[src/rtl/booth_multiplier_seq_if.sv]
// booth_multiplier_seq_if
// Handshake and data bundle for the sequential Booth multiplier.
//   in_valid / in_ready   : operand handshake (a, b, signed_op travel with it)
//   out_valid / out_ready : product handshake (product travels with it)
//   busy                  : multiplier holds an operation (BUSY or DONE)
// Modports:
//   master : producer/consumer side that drives operands and accepts products
//   slave  : the multiplier itself
interface booth_multiplier_seq_if #(
    parameter int WIDTH = 8
);
    logic                 in_valid;
    logic                 in_ready;
    logic [WIDTH-1:0]     a;
    logic [WIDTH-1:0]     b;
    logic                 signed_op;
    logic                 out_valid;
    logic                 out_ready;
    logic [2*WIDTH-1:0]   product;
    logic                 busy;

    modport master (
        output in_valid, a, b, signed_op, out_ready,
        input  in_ready, out_valid, product, busy
    );

    modport slave (
        input  in_valid, a, b, signed_op, out_ready,
        output in_ready, out_valid, product, busy
    );
endinterface

[src/rtl/booth_multiplier_seq.sv]
// booth_multiplier_seq
// Iterative radix-2 Booth multiplier, one Booth step per clock.
// Operands are widened to N = WIDTH+1 bits (sign- or zero-extended by
// signed_op) so a single signed datapath covers both modes.
// Ports:
//   clk  : rising-edge clock
//   rst  : synchronous active-high reset, highest priority
//   bus  : booth_multiplier_seq_if.slave (operand and product handshakes)
module booth_multiplier_seq #(
    parameter int WIDTH = 8
) (
    input  logic                  clk,
    input  logic                  rst,
    booth_multiplier_seq_if.slave bus
);
    localparam int N  = WIDTH + 1;
    localparam int CW = $clog2(N + 1);
    localparam int PW = 2 * WIDTH;

    typedef enum logic [1:0] {
        S_IDLE = 2'd0,
        S_BUSY = 2'd1,
        S_DONE = 2'd2
    } state_t;

    state_t          state_q, state_d;
    logic [N:0]      acc_q, acc_d;      // A: one bit wider so -M of the most negative M fits
    logic [N-1:0]    mq_q, mq_d;        // Q: multiplier, shifted out LSB first
    logic [N-1:0]    mcand_q, mcand_d;  // M: multiplicand
    logic            q1_q, q1_d;
    logic [CW-1:0]   cnt_q, cnt_d;
    logic [PW-1:0]   product_q, product_d;

    logic [N:0]      m_sext_s;
    logic [N:0]      sum_s;
    logic [2*N:0]    step_s;            // {A,Q} after add/sub and arithmetic shift

    // Booth add/subtract followed by the arithmetic right shift of {A,Q}
    always_comb begin
        m_sext_s = {mcand_q[N-1], mcand_q};
        case ({mq_q[0], q1_q})
            2'b10:   sum_s = acc_q - m_sext_s;
            2'b01:   sum_s = acc_q + m_sext_s;
            default: sum_s = acc_q;
        endcase
        step_s = {sum_s[N], sum_s, mq_q[N-1:1]};
    end

    // Next-state and datapath control
    always_comb begin
        state_d   = state_q;
        acc_d     = acc_q;
        mq_d      = mq_q;
        mcand_d   = mcand_q;
        q1_d      = q1_q;
        cnt_d     = cnt_q;
        product_d = product_q;
        case (state_q)
            S_IDLE: begin
                if (bus.in_valid) begin
                    mq_d    = {bus.signed_op & bus.a[WIDTH-1], bus.a};
                    mcand_d = {bus.signed_op & bus.b[WIDTH-1], bus.b};
                    acc_d   = '0;
                    q1_d    = 1'b0;
                    cnt_d   = '0;
                    state_d = S_BUSY;
                end else begin
                    state_d = S_IDLE;
                end
            end
            S_BUSY: begin
                acc_d = step_s[2*N:N];
                mq_d  = step_s[N-1:0];
                q1_d  = mq_q[0];
                cnt_d = cnt_q + CW'(1);
                if (cnt_q == CW'(N - 1)) begin
                    // Last step: the low PW bits of {A,Q} are the exact product
                    product_d = step_s[PW-1:0];
                    state_d   = S_DONE;
                end else begin
                    state_d = S_BUSY;
                end
            end
            S_DONE: begin
                if (bus.out_ready) begin
                    state_d = S_IDLE;
                end else begin
                    state_d = S_DONE;
                end
            end
            default: begin
                state_d = S_IDLE;
            end
        endcase
    end

    // State and datapath registers; rst returns everything to zero/IDLE
    always_ff @(posedge clk) begin
        if (rst) begin
            state_q   <= S_IDLE;
            acc_q     <= '0;
            mq_q      <= '0;
            mcand_q   <= '0;
            q1_q      <= 1'b0;
            cnt_q     <= '0;
            product_q <= '0;
        end else begin
            state_q   <= state_d;
            acc_q     <= acc_d;
            mq_q      <= mq_d;
            mcand_q   <= mcand_d;
            q1_q      <= q1_d;
            cnt_q     <= cnt_d;
            product_q <= product_d;
        end
    end

    assign bus.in_ready  = (state_q == S_IDLE);
    assign bus.out_valid = (state_q == S_DONE);
    assign bus.busy      = (state_q != S_IDLE);
    assign bus.product   = product_q;
endmodule
[src/flat_wrapper.sv]
// flat-port wrapper written by rule: the top's interface ports become plain ports
module booth_multiplier_seq_flat 
#(
    parameter int WIDTH = 8
)
  (clk, rst, bus_in_valid, bus_a, bus_b, bus_signed_op, bus_out_ready, bus_in_ready, bus_out_valid, bus_product, bus_busy);
  booth_multiplier_seq_if #(.WIDTH(WIDTH)) bus_i ();
  input  logic clk;
  input  logic rst;
  input wire logic [$bits(bus_i.in_valid)-1:0] bus_in_valid;
  input wire logic [$bits(bus_i.a)-1:0] bus_a;
  input wire logic [$bits(bus_i.b)-1:0] bus_b;
  input wire logic [$bits(bus_i.signed_op)-1:0] bus_signed_op;
  input wire logic [$bits(bus_i.out_ready)-1:0] bus_out_ready;
  output wire logic [$bits(bus_i.in_ready)-1:0] bus_in_ready;
  output wire logic [$bits(bus_i.out_valid)-1:0] bus_out_valid;
  output wire logic [$bits(bus_i.product)-1:0] bus_product;
  output wire logic [$bits(bus_i.busy)-1:0] bus_busy;
  assign bus_i.in_valid = bus_in_valid;
  assign bus_i.a = bus_a;
  assign bus_i.b = bus_b;
  assign bus_i.signed_op = bus_signed_op;
  assign bus_i.out_ready = bus_out_ready;
  assign bus_in_ready = bus_i.in_ready;
  assign bus_out_valid = bus_i.out_valid;
  assign bus_product = bus_i.product;
  assign bus_busy = bus_i.busy;
  booth_multiplier_seq #(.WIDTH(WIDTH)) u_core (.clk(clk), .rst(rst), .bus(bus_i));
endmodule
[config.mk]
export PLATFORM = sky130hd
export DESIGN_NAME = booth_multiplier_seq_flat
export DESIGN_NICKNAME = d
export VERILOG_FILES = /design/src/rtl/booth_multiplier_seq_if.sv /design/src/rtl/booth_multiplier_seq.sv /design/src/flat_wrapper.sv
export SDC_FILE = /design/constraint.sdc
export NUM_CORES = 1
export LEC_CHECK = 0
export BUFFER_PORTS_ARGS = -buffer_cell sky130_fd_sc_hd__buf_2
export CORE_MARGIN = 2
export CORE_UTILIZATION = 45
export CTS_CLUSTER_SIZE = 20
export DETAILED_ROUTE_END_ITERATION = 7
export HOLD_SLACK_MARGIN = 0.02
export PLACE_DENSITY = 0.74
export REMOVE_ABC_BUFFERS = 1
export SLEW_MARGIN = 40
export SYNTH_ARGS = -nofsm -noshare
export SYNTH_HDL_FRONTEND = slang
export SYNTH_SLANG_ARGS = --single-unit
export TNS_END_PERCENT = 10
[constraint.sdc]
create_clock -name clk -period 2.5 [get_ports clk]
set_input_delay 0.125 -clock clk [delete_from_list [all_inputs] [get_ports clk]]
set_output_delay 0.125 -clock clk [all_outputs]
set_load 0.02 [all_outputs]
# Word level (Yosys, flattened, before mapping)
# Cells that the tools add are included.
# Widths: inputs -> output; s select.
[word_totals]
out_inout_bits = 19
wordCells = 37
register_bits = 51
[classes]
eq_ne = 6
add_sub_neg = 3
reduce_logical = 6
bitwise_logic = 2
n_mux = 13
[op_table]
columns = ["cell", "n"]
rows = [
  ["$pmux 10 s2", 2],
  ["$pmux 9 s2", 1],
  ["$add 10x10->10", 1],
  ["$mux 10", 1],
  ["$sub 10x10->10", 1],
  ["$mux 9", 1],
  ["$pmux 4 s2", 1],
  ["$pmux 2 s3", 1],
  ["$reduce_and 2->1", 3],
  ["$add 4x1->4 const B", 1],
  ["$eq 2x1->1 const B", 2],
  ["$eq 2x2->1 const B", 2],
  ["$eq 4x4->1 const B", 1],
  ["$mux 2", 2],
  ["$mux 4", 1],
  ["$reduce_bool 2->1", 2],
  ["$and 1x1->1", 2],
  ["$logic_not 2->1", 1],
  ["$mux 1", 2],
  ["$ne 2x2->1 const B", 1],
  ["$pmux 1 s2", 1],
]

# Logic depth before layout (Yosys ltp)
# Gate-level depths: netlist of run 1.
[depth]
depth_word = 3
depth_mapped = 12

# Worst setup path before layout of run 1
# OpenSTA, ideal clock, no wires.
[synth_timing]
kind = "register -> register"
from = "register u_core.mq_q[0]"
to = "register u_core.product_q[14] (netlist: u_core.bus.product[14])"
synth_period_minus_slack_ps = 2519
slack_ps = -19
setup_time_ps = 133
stages_incl_launch_ff = 12
t_arrival_ps = 2386
cell_sequence = "dfxtp_1 inv_1 ha_1 clkbuf_1 mux2_2 inv_1 fa_1 nor2b_1 o31a_1 o21ai_1 a2111oi_1 nor3_2"
[synth_between]
elab_chain_cells = 2
elab_cells_between_ends = 3
[synth_rtl]
columns = ["element", "line", "rtl"]
rows = [
  ["start: declaration", "booth_multiplier_seq.sv:28", "logic [N-1:0] mq_q, mq_d;"],
  ["start signal: assignment", "booth_multiplier_seq.sv:110", "mq_q <= mq_d;"],
  ["$eq 2x1->1 / $eq 2x2->1 (equally long branches)", "booth_multiplier_seq.sv:41", "case ({mq_q[0], q1_q})"],
  ["$pmux 10 s2 *", "booth_multiplier_seq.sv:41", ""],
  ["end signal: assignment", "booth_multiplier_seq.sv:114", "product_q <= product_d;"],
  ["end: declaration", "booth_multiplier_seq.sv:32", "logic [PW-1:0] product_q, product_d;"],
]
# Mark *: on every way between the ends. The rest lies on a longest branch, timed or not.
# A chain may end at the register's enable or synchronous reset.

# Worst setup path after layout of run 1
[layout_timing]
from = "register u_core.mcand_q[0]"
to = "register u_core.acc_q[5]"
[layout_between]
elab_chain_cells = 3
elab_cells_between_ends = 4
[layout_rtl]
columns = ["element", "line", "rtl"]
rows = [
  ["start: declaration", "booth_multiplier_seq.sv:29", "logic [N-1:0] mcand_q, mcand_d;"],
  ["start signal: assignment", "booth_multiplier_seq.sv:111", "mcand_q <= mcand_d;"],
  ["$add 10x10->10 / $sub 10x10->10 (equally long branches)", "booth_multiplier_seq.sv:43, booth_multiplier_seq.sv:42", ""],
  ["$pmux 10 s2 *", "booth_multiplier_seq.sv:41", ""],
  ["$pmux 10 s2 *", "booth_multiplier_seq.sv:58", "case (state_q)"],
  ["end signal: assignment", "booth_multiplier_seq.sv:101", "acc_q <= '0;"],
  ["end signal: assignment", "booth_multiplier_seq.sv:109", "acc_q <= acc_d;"],
  ["end: declaration", "booth_multiplier_seq.sv:27", "logic [N:0] acc_q, acc_d;"],
]
# Marks and branches as above.

==> results.yml, run 1 <==
outcome:
  outcome: "finished, final reports clean"
critical_path:
  critical_path_arrival_ps: 2590
  critical_path_class: "reg -> reg"
  r2r-start: "u_core.mcand_q[0]"
  crit_fanout: 5
  required_ps: 2680
  crit_chain: "inv_1, ha_2, nor2_2, xor2_1, ha_1, nor2b_4, o31a_1, o21ai_2, buf_4, mux2i_1, o22ai_1"
  rrSetupSlack_ps: 80
  r2r_end: "u_core.acc_q[5]"
  cp-startpoint: "u_core.mcand_q[0]"
  slowest_delay_ps: 370
  cp_slowest_cell: "dfxtp_4"
  critPathLaunchType: "flip-flop"
  endpoint_kind: "flip-flop"
  worst_r2r_path_depth: 11
pwr:
  pwr-share-clk: 0.278
  peakVddDrop_mv: 0.293
  p_seq_frac: 0.501
  swShare: 0.311
  total_leakage_power_nw: 1.29
  p_int_mw: 1.17
  power_density_nw_per_um2: 544
  p_switching_mw: 0.528
  p_comb_frac: 0.220
floorplanning:
  die_w_um: 81.0
  core_um2: 5820
  die_area_um2: 6560
  start_util: 0.459
  die_h_um: 81.0
  rows: 28
  num_io_pins: 40
clock_network:
  clock-sinks: 50
  cts-buffers-inserted: 5
  clock_latency_ps: 310
  clk_path_buf_depth: 2
  holdBufCountCts: 0
  htreeDepth: 2
  cts_tree: "yes"
  cts-root-buf: "clkbuf_8"
  clkTransAtPathRegs_ps: 90
global_routing:
  grt_max_degree: 53
  grt_pass1_wl_mm: 10.4
  track_usage: 0.200
  antenna_found_initial: 0
  grt_pass1_vias: 2289
  grt_overflow: 0
yosys:
  synth-main-ff-cell: "dfxtp_1"
  ys_seq_area_frac: 0.375
  yosysWarnings: 0
  synthCells: 337
  syn-cell-area_um2: 2670
  ys_async_sr_fraction: 0
  synth_cell_types: 53
  ys_ff_latch: 50
  synth_edf_count: 0
  synth_area_per_cell_um2: 7.92
cells_and_area:
  fin_nets: 409
  utilization: 0.536
  layout-drive-gt1-share: 0.222
  multi_input_area_um2: 1590
  seq_area_um2: 1010
  stdcell_count: 449
  n_antenna_cell: 0
  fin_area_um2: 3120
  syn_to_final_growth_pct: 16.9
  fillers: 561
flow_run:
  maxCapViolations: 0
routing:
  drtIter0Drc: 141
  drtPass1Iterations: 4
  wl_per_cell_um: 13.9
  final_antenna_net_count: 0
  drc: 0
  via_count: 2503
  wirelength_mm: 6.24
  via_per_inst: 5.57
timing:
  min_period_ps: 2420
  finalHoldViolations: 0
  drv_slew: 0
  finalSetupViolCount: 0
  max_freq_mhz: 414
  fin_crit_sh: 0.966
  finClkSkew_ps: 4.77
  max_slew.worst_pin.slew_ps: 621
  fin_tns_setup_ps: 0
  rsz0062_at_grt: "true"
  max_slew_margin: 0.585
  layout_setup_ws_ps: 84.2
worst_hold_path:
  min_to: "u_core.mcand_q[0]"
  holdPathStages: 3
  min_from: "bus_b[0]"
  hold_path_class: "in -> reg"
place:
  globalplace.congestion: 0.837
  dp.cells: 440
  port_buffers: 39
  placed_area_um2: 2940
  place_ws_ps: 7.74
  dp_hpwl_mm: 4.28
==> stage by stage <==
stage	hold slack, ps	power [mW]
2_1_floorplan	194	1.10
5_1_grt	51.1	1.79
4_1_cts	37.3	1.68
3_5_place_dp	374	1.21
6_report	38.1	1.70
3_3_place_gp	371	1.20
==> critical path: cells and delay by family, from the launching register on <==
kind | cells | cell delay, ps
xor gates and xnor gates | 1 | 150
AOI/OAI and AO/OA | 3 | 610
muxes | 1 | 190
adders and majority gates | 2 | 550
and+or+nand+nor | 2 | 190
buffers and inverters | 2 | 200
DFF | 1 | 370
==> routing by layer <==
metal,track usage,part of all wire,vias to the layer above,wire (µm)
met3,0.0422,0.046,9,288
met2,0.335,0.48,66,2990
met1,0.260,0.46,1169,2860
met4,0.0559,0.017,0,104
met5,0,0,-,0
li1,-,-,1259,-
==> cell usage after synthesis, types with 7 or more instances <==
master,instances,share of area
a21oi_1,48,0.090
dfxtp_1,50,0.38
ha_1,13,0.061
nand2_1,60,0.084
inv_1,12,0.017
buf_2,7,0.013
nor3_1,9,0.017
clkbuf_1,13,0.018
nor2_1,22,0.031
a22oi_1,9,0.025
xor2_1,11,0.036
nand3_1,8,0.015
==> final cells by class <==
| class | instances | area share |
|---|---|---|
| inverter | 12 | 0.0144 |
| sequential | 50 | 0.323 |
| tap | 75 | 0.0301 |
| timing repair buffer | 52 | 0.0959 |
| multi-input combinational | 253 | 0.510 |
| clock buffer | 5 | 0.0221 |
| clock inverter | 2 | 0.00441 |
==> power by group through the flow <==
stage	clock network, mW	registers, mW	logic (mW)
after floorplan	0	0.862	0.240
after global placement	0	0.867	0.332
after detailed placement	0	0.868	0.339
after CTS	0.486	0.849	0.342
after global routing	0.515	0.856	0.416
final	0.473	0.851	0.374
==> cells in the final DEF, fill, tap and decap left out, drive strengths merged, types with 2 or more instances in the layout <==
cell | synthesis | routed
a21o | 2 | 2
xor2 | 11 | 11
nor2 | 23 | 23
nand3 | 8 | 8
or3 | 3 | 3
a31oi | 3 | 3
mux2i | 3 | 3
ha | 13 | 13
nand2 | 60 | 60
dfxtp | 50 | 50
a311oi | 2 | 2
nand3b | 2 | 2
o211ai | 2 | 2
nand4 | 2 | 2
a22oi | 9 | 9
o31ai | 2 | 2
inv | 12 | 13
a32oi | 3 | 3
a21oi | 48 | 48
clkbuf | 13 | 5
buf | 9 | 52
o21a | 3 | 3
nor2b | 3 | 3
mux2 | 2 | 2
nand2b | 5 | 5
o21ai | 6 | 6
and2 | 3 | 3
nor3 | 10 | 10
a2111oi | 2 | 2
a211oi | 5 | 5
==> kinds of logic after synthesis <==
logic type / share of synthesized area
AOI/OAI and AO/OA: 0.229
DFF: 0.375
xor gates and xnor gates: 0.0394
buffers and inverters: 0.0539
and+or+nand+nor: 0.214
muxes: 0.0197
adders and majority gates: 0.0685
==> what timing repair did <==
item,CTS,global route
pin swaps,0,14
setup buffers,0,2
resized for setup,2,20
setup endpoints to repair,1,8
==> sequential cells by signal, indices dropped and copies added, names as in the netlist <==
register            flops
u_core.acc_q            9
u_core.bus.product     16
u_core.cnt_q            4
u_core.mcand_q          9
u_core.mq_q             9
u_core.q1_q             1
u_core.state_q          2
==> how the worst max path moves through the flow <==
stage / to / slack [ps]
3_3_place_gp: u_core.bus.product[14] / 90
4_1_cts: u_core.bus.product[15] / 10
5_1_grt: u_core.acc_q[5] / -20
6_report: u_core.acc_q[5] / 80
2_1_floorplan: u_core.bus.product[14] / 60
3_5_place_dp: u_core.bus.product[14] / 8
No activity file was read; power rests on OpenSTA's default activity.
==> run 2, diff against run 1 <==
PLACE_DENSITY = 0.71   (was 0.74)
SKIP_CTS_REPAIR_TIMING = 1   (was default)
clock period = 2.8 ns   (was 2.5 ns; I/O delays follow)
==> run 2 against run 1 <==
Global-route usage decreased by 0.21 points. Wire length shrank 1.5%. Worst setup slack better by 160 ps. Largest cell class unchanged. Core utilization fell by 1.5 points.
==> results.yml, run 2 (synthesis results as in run 1) <==
outcome:
  outcome: "finished, final reports clean"
cells_and_area:
  seq_area_um2: 1000
  fillers: 589
  syn_to_final_growth_pct: 13.7
  final_common_cell: "nand2_1"
  fin_nets: 403
  layout-drive-gt1-share: 0.165
  utilization: 0.522
  largest_reg_flops: 16
  multi_input_area_um2: 1530
  layout_common_cells: "nand2_1 (60), dfxtp_1 (50), a21oi_1 (48), buf_2 (38), nor2_1 (21)"
  n_antenna_cell: 0
timing:
  fin_tns_setup_ps: 0
  fin_crit_sh: 0.912
  rsz0062_at_grt: "false"
  max_slew_margin: 0.480
  max_slew.worst_pin.slew_ps: 779
  finClkSkew_ps: 9.35
  finalSetupViolCount: 0
  max_freq_mhz: 392
  finalHoldViolations: 0
  min_period_ps: 2550
  drv_slew: 0
pwr:
  p_int_mw: 1.13
  pwr-share-clk: 0.336
  total_leakage_power_nw: 1.26
  swShare: 0.295
  power_density_nw_per_um2: 527
  p_seq_frac: 0.476
  peakVddDrop_mv: 0.272
  p_switching_mw: 0.472
  p_comb_frac: 0.189
global_routing:
  track_usage: 0.198
  grt_pass1_wl_mm: 10.2
  grt_pass1_vias: 2290
  grt_max_degree: 53
  grt_overflow: 0
  antenna_found_initial: 0
floorplanning:
  rows: 28
  core_um2: 5820
  start_util: 0.459
  die_w_um: 81.0
  die_h_um: 81.0
  num_io_pins: 40
  die_area_um2: 6560
routing:
  drtPass1Iterations: 5
  drtIter0Drc: 154
  via_count: 2451
  via_per_inst: 5.52
  wirelength_mm: 6.15
  wl_per_cell_um: 13.8
  drc: 0
  final_antenna_net_count: 0
critical_path:
  r2r-start: "u_core.mcand_q[0]"
  slowest_delay_ps: 490
  critical_path_class: "reg -> reg"
  cp_slowest_cell: "a2111oi_1"
  cp-startpoint: "u_core.mcand_q[0]"
  critical_path_arrival_ps: 2750
  crit_fanout: 5
  crit_chain: "inv_1, ha_1, mux2_2, inv_1, fa_1, nor2b_1, o31a_1, o21ai_1, a2111oi_1, nor3_2"
  required_ps: 2990
  endpoint_kind: "flip-flop"
  worst_r2r_path_depth: 10
  critPathLaunchType: "flip-flop"
  cpMostUsedCell: "inv_1"
place:
  port_buffers: 39
  globalplace.congestion: 0.868
  dp_hpwl_mm: 4.35
clock_network:
  cts_tree: "yes"
  htreeDepth: 2
  cts-root-buf: "clkbuf_8"
  clock-sinks: 50
  cts-buffers-inserted: 5
  clkTransAtPathRegs_ps: 100
  clock_latency_ps: 310
  clk_path_buf_depth: 2
worst_hold_path:
  holdPathStages: 3
  hold_path_class: "in -> reg"
  min_from: "bus_b[4]"
flow_run:
  maxCapViolations: 0
-- run 2: changes by cell type in the layout (fill, tap and decap cells not counted), moves of 2 or more --
cell     previous run  this run
buf_4              13         8
dfxtp_1            47        50
a21oi_1            46        48
a21oi_2             2         0
dfxtp_2             2         0
ha_1               11        13
nor3_1              7         9
nor3_2              3         1
-- run 2: stage by stage --
| stage | power [mW] | area (µm²) | hold WS [ps] | setup WS (ps) | cells |
|---|---|---|---|---|---|
| CTS | 1.60 | 3030 | 60.4 | 257 | 444 |
| finish | 1.60 | 3030 | 62.5 | 246 | 444 |
| global route | 1.68 | 3030 | 57.7 | 23.3 | 444 |
| global placement | 1.07 | 2910 | 389 | 356 | 436 |
| detailed placement | 1.07 | 2910 | 391 | 286 | 436 |
| floorplan | 0.984 | 2570 | 209 | 357 | 315 |
-- run 2: critical path, delay by kind of cell, from the launching register on --
kind | cells | cell delay [ps]
compound gates | 3 | 810
fa+ha+maj | 2 | 690
buf+inv | 2 | 130
flops | 1 | 400
mux | 1 | 160
simple gates | 2 | 260
-- run 2: final cells by class --
type / count / share of cell area
clock inverter: 3 / 0.0161
sequential: 50 / 0.330
inverter: 12 / 0.0149
multi-input combinational: 253 / 0.503
timing repair buffer: 46 / 0.0825
clock buffer: 5 / 0.0227
tap: 75 / 0.0309
-- run 2: final timing paths --
check                           endpoint  slack (ps)
setup / recovery  u_core.bus.product[14]         250
hold / removal         u_core.mcand_q[4]          60
setup reg to reg  u_core.bus.product[14]         250
hold reg to reg    u_core.bus.product[0]         450
-- run 2: power by group through the flow --
stage / Clock [mW] / Sequential, mW / Combinational, mW
6_report: 0.536 / 0.760 / 0.301
5_1_grt: 0.577 / 0.765 / 0.338
4_1_cts: 0.543 / 0.760 / 0.300
3_5_place_dp: 0 / 0.776 / 0.299
3_3_place_gp: 0 / 0.775 / 0.294
2_1_floorplan: 0 / 0.770 / 0.214
-- run 2: metal layers --
layer | vias up | wire (µm) | GRT usage
met2 | 55 | 2970 | 0.343
met5 | - | 0 | 0
met3 | 6 | 265 | 0.0344
met4 | 0 | 42 | 0.0441
met1 | 1143 | 2860 | 0.257
li1 | 1247 | - | -
==> run 3, diff against run 2 <==
PLACE_DENSITY = 0.74   (was 0.71)
clock period = 2.3 ns   (was 2.8 ns; I/O delays follow)
==> run 3 against run 2 <==
The run now ends with negative setup slack left. Total power up 29%. Register-to-register slack got worse by 300 ps. Critical path depth up 1. Critical endpoint is now u_core.acc_q[5].
==> results.yml, run 3 (synthesis results as in run 1) <==
outcome:
  outcome: "finished with violations"
  violations: "negative setup slack"
critical_path:
  critical_path_arrival_ps: 2530
  r2r_end: "u_core.acc_q[5]"
  critical_path_class: "reg -> reg"
  r2r-start: "u_core.mq_q[0]"
  critPathLaunchType: "flip-flop"
  rrSetupSlack_ps: -50
  required_ps: 2480
  worst_r2r_path_depth: 11
  crit_fanout: 5
  endpoint_kind: "flip-flop"
cells_and_area:
  syn_to_final_growth_pct: 26.0
  multi_input_area_um2: 1670
  final_common_cell: "nand2_1"
  layout-drive-gt1-share: 0.285
  fin_area_um2: 3360
  layout_common_cells: "nand2_1 (60), dfxtp_1 (46), a21oi_1 (45), buf_2 (38), buf_4 (32)"
  largest_reg_flops: 16
  fin_nets: 427
  seq_area_um2: 1010
  n_antenna_cell: 0
  fillers: 536
routing:
  via_count: 2598
  drc: 0
  wl_per_cell_um: 14.4
  drtIter0Drc: 134
  drtPass1Iterations: 4
  via_per_inst: 5.55
  final_antenna_net_count: 0
  wirelength_mm: 6.72
floorplanning:
  die_w_um: 81.0
  start_util: 0.459
  die_area_um2: 6560
  num_io_pins: 40
  core_um2: 5820
  die_h_um: 81.0
  rows: 28
clock_network:
  clock-sinks: 50
  cts-root-buf: "clkbuf_8"
  htreeDepth: 2
  clk_path_buf_depth: 2
  clkTransAtPathRegs_ps: 100
  cts-buffers-inserted: 5
  cts_tree: "yes"
  clock_latency_ps: 310
pwr:
  p_int_mw: 1.45
  p_seq_frac: 0.448
  p_comb_frac: 0.241
  peakVddDrop_mv: 0.389
  swShare: 0.297
  power_density_nw_per_um2: 615
  total_leakage_power_nw: 1.40
  total_power_mw: 2.07
  p_switching_mw: 0.615
  pwr-share-clk: 0.311
timing:
  layout_setup_ws_ps: -50.1
  min_period_ps: 2350
  drv_slew: 0
  fin_crit_sh: 1.02
  finalHoldViolations: 0
  finalSetupViolCount: 6
  rsz0062_at_grt: "true"
  max_slew.worst_pin.slew_ps: 633
  finClkSkew_ps: 8.93
  max_freq_mhz: 426
  max_slew_margin: 0.578
place:
  port_buffers: 39
  globalplace.congestion: 0.858
  dp_hpwl_mm: 4.50
  placed_area_um2: 3060
global_routing:
  grt_overflow: 0
  antenna_found_initial: 0
  track_usage: 0.211
  grt_max_degree: 53
  grt_pass1_wl_mm: 11.0
  grt_pass1_vias: 2492
worst_hold_path:
  min_from: "bus_b[5]"
  holdPathStages: 3
  min_to: "u_core.mcand_q[5]"
  hold_path_class: "in -> reg"
flow_run:
  maxCapViolations: 0
## run 3: cell count changes in the layout (fill, tap and decap cells not counted), moves of 3 or more
cell     before  now
a21oi_1      48   45
nor2_1       21   18
dfxtp_2       0    4
a21oi_2       0    3
dfxtp_1      50   46
ha_1         13   10
buf_4         8   32
## run 3: worst max path at each step
stage                                   to  slack, ps              start
floorplan           u_core.bus.product[14]       -140  u_core.state_q[0]
global placement    u_core.bus.product[14]       -100     u_core.mq_q[0]
detailed placement  u_core.bus.product[14]       -210     u_core.mq_q[0]
CTS                 u_core.bus.product[14]       -230     u_core.mq_q[0]
global route               u_core.acc_q[7]       -200  u_core.mcand_q[1]
finish                     u_core.acc_q[5]        -50     u_core.mq_q[0]
## run 3: cell type report
type	instances	area share
sequential	50	0.299
clock buffer	5	0.0205
tap	75	0.0279
timing repair buffer	70	0.128
multi-input combinational	253	0.496
clock inverter	3	0.0145
inverter	12	0.0134
## run 3: power by group through the flow
stage               clock, mW  sequential, mW  combinational, mW
floorplan                   0           0.937              0.261
global placement            0           0.941              0.410
detailed placement          0           0.943              0.419
CTS                     0.659           0.923              0.422
global route            0.700           0.931              0.549
finish                  0.643           0.926              0.498
## run 3: routing by layer
| metal | share of wire | vias up | wire length (µm) | global-route usage |
|---|---|---|---|---|
| met2 | 0.51 | 66 | 3400 | 0.377 |
| met4 | 0.0085 | 0 | 57 | 0.0525 |
| met5 | 0 | - | 0 | 0 |
| met1 | 0.44 | 1234 | 2940 | 0.264 |
| li1 | - | 1290 | - | - |
| met3 | 0.048 | 8 | 323 | 0.0367 |
## run 3: worst max-delay path, stage by stage (launching register included)
cell and delay [ps]:
dfxtp_2 360, inv_2 50, ha_4 180, nor2_4 110, xor2_1 170, ha_1 280, nor2b_4 140, o31a_1 340
o21ai_2 190, buf_4 140, mux2i_1 180, o22ai_1 80
## run 3: per-stage QoR
step,TNS [ps],hold slack (ps),worst slack (ps),util,instances
floorplan,-316,184,-143,-,315
global placement,-218,359,-96.1,0.525,455
detailed placement,-532,364,-211,0.525,455
CTS,-668,33.9,-231,0.546,463
global route,-1200,45.4,-200,0.578,468
finish,-147,40.2,-50.1,0.578,468
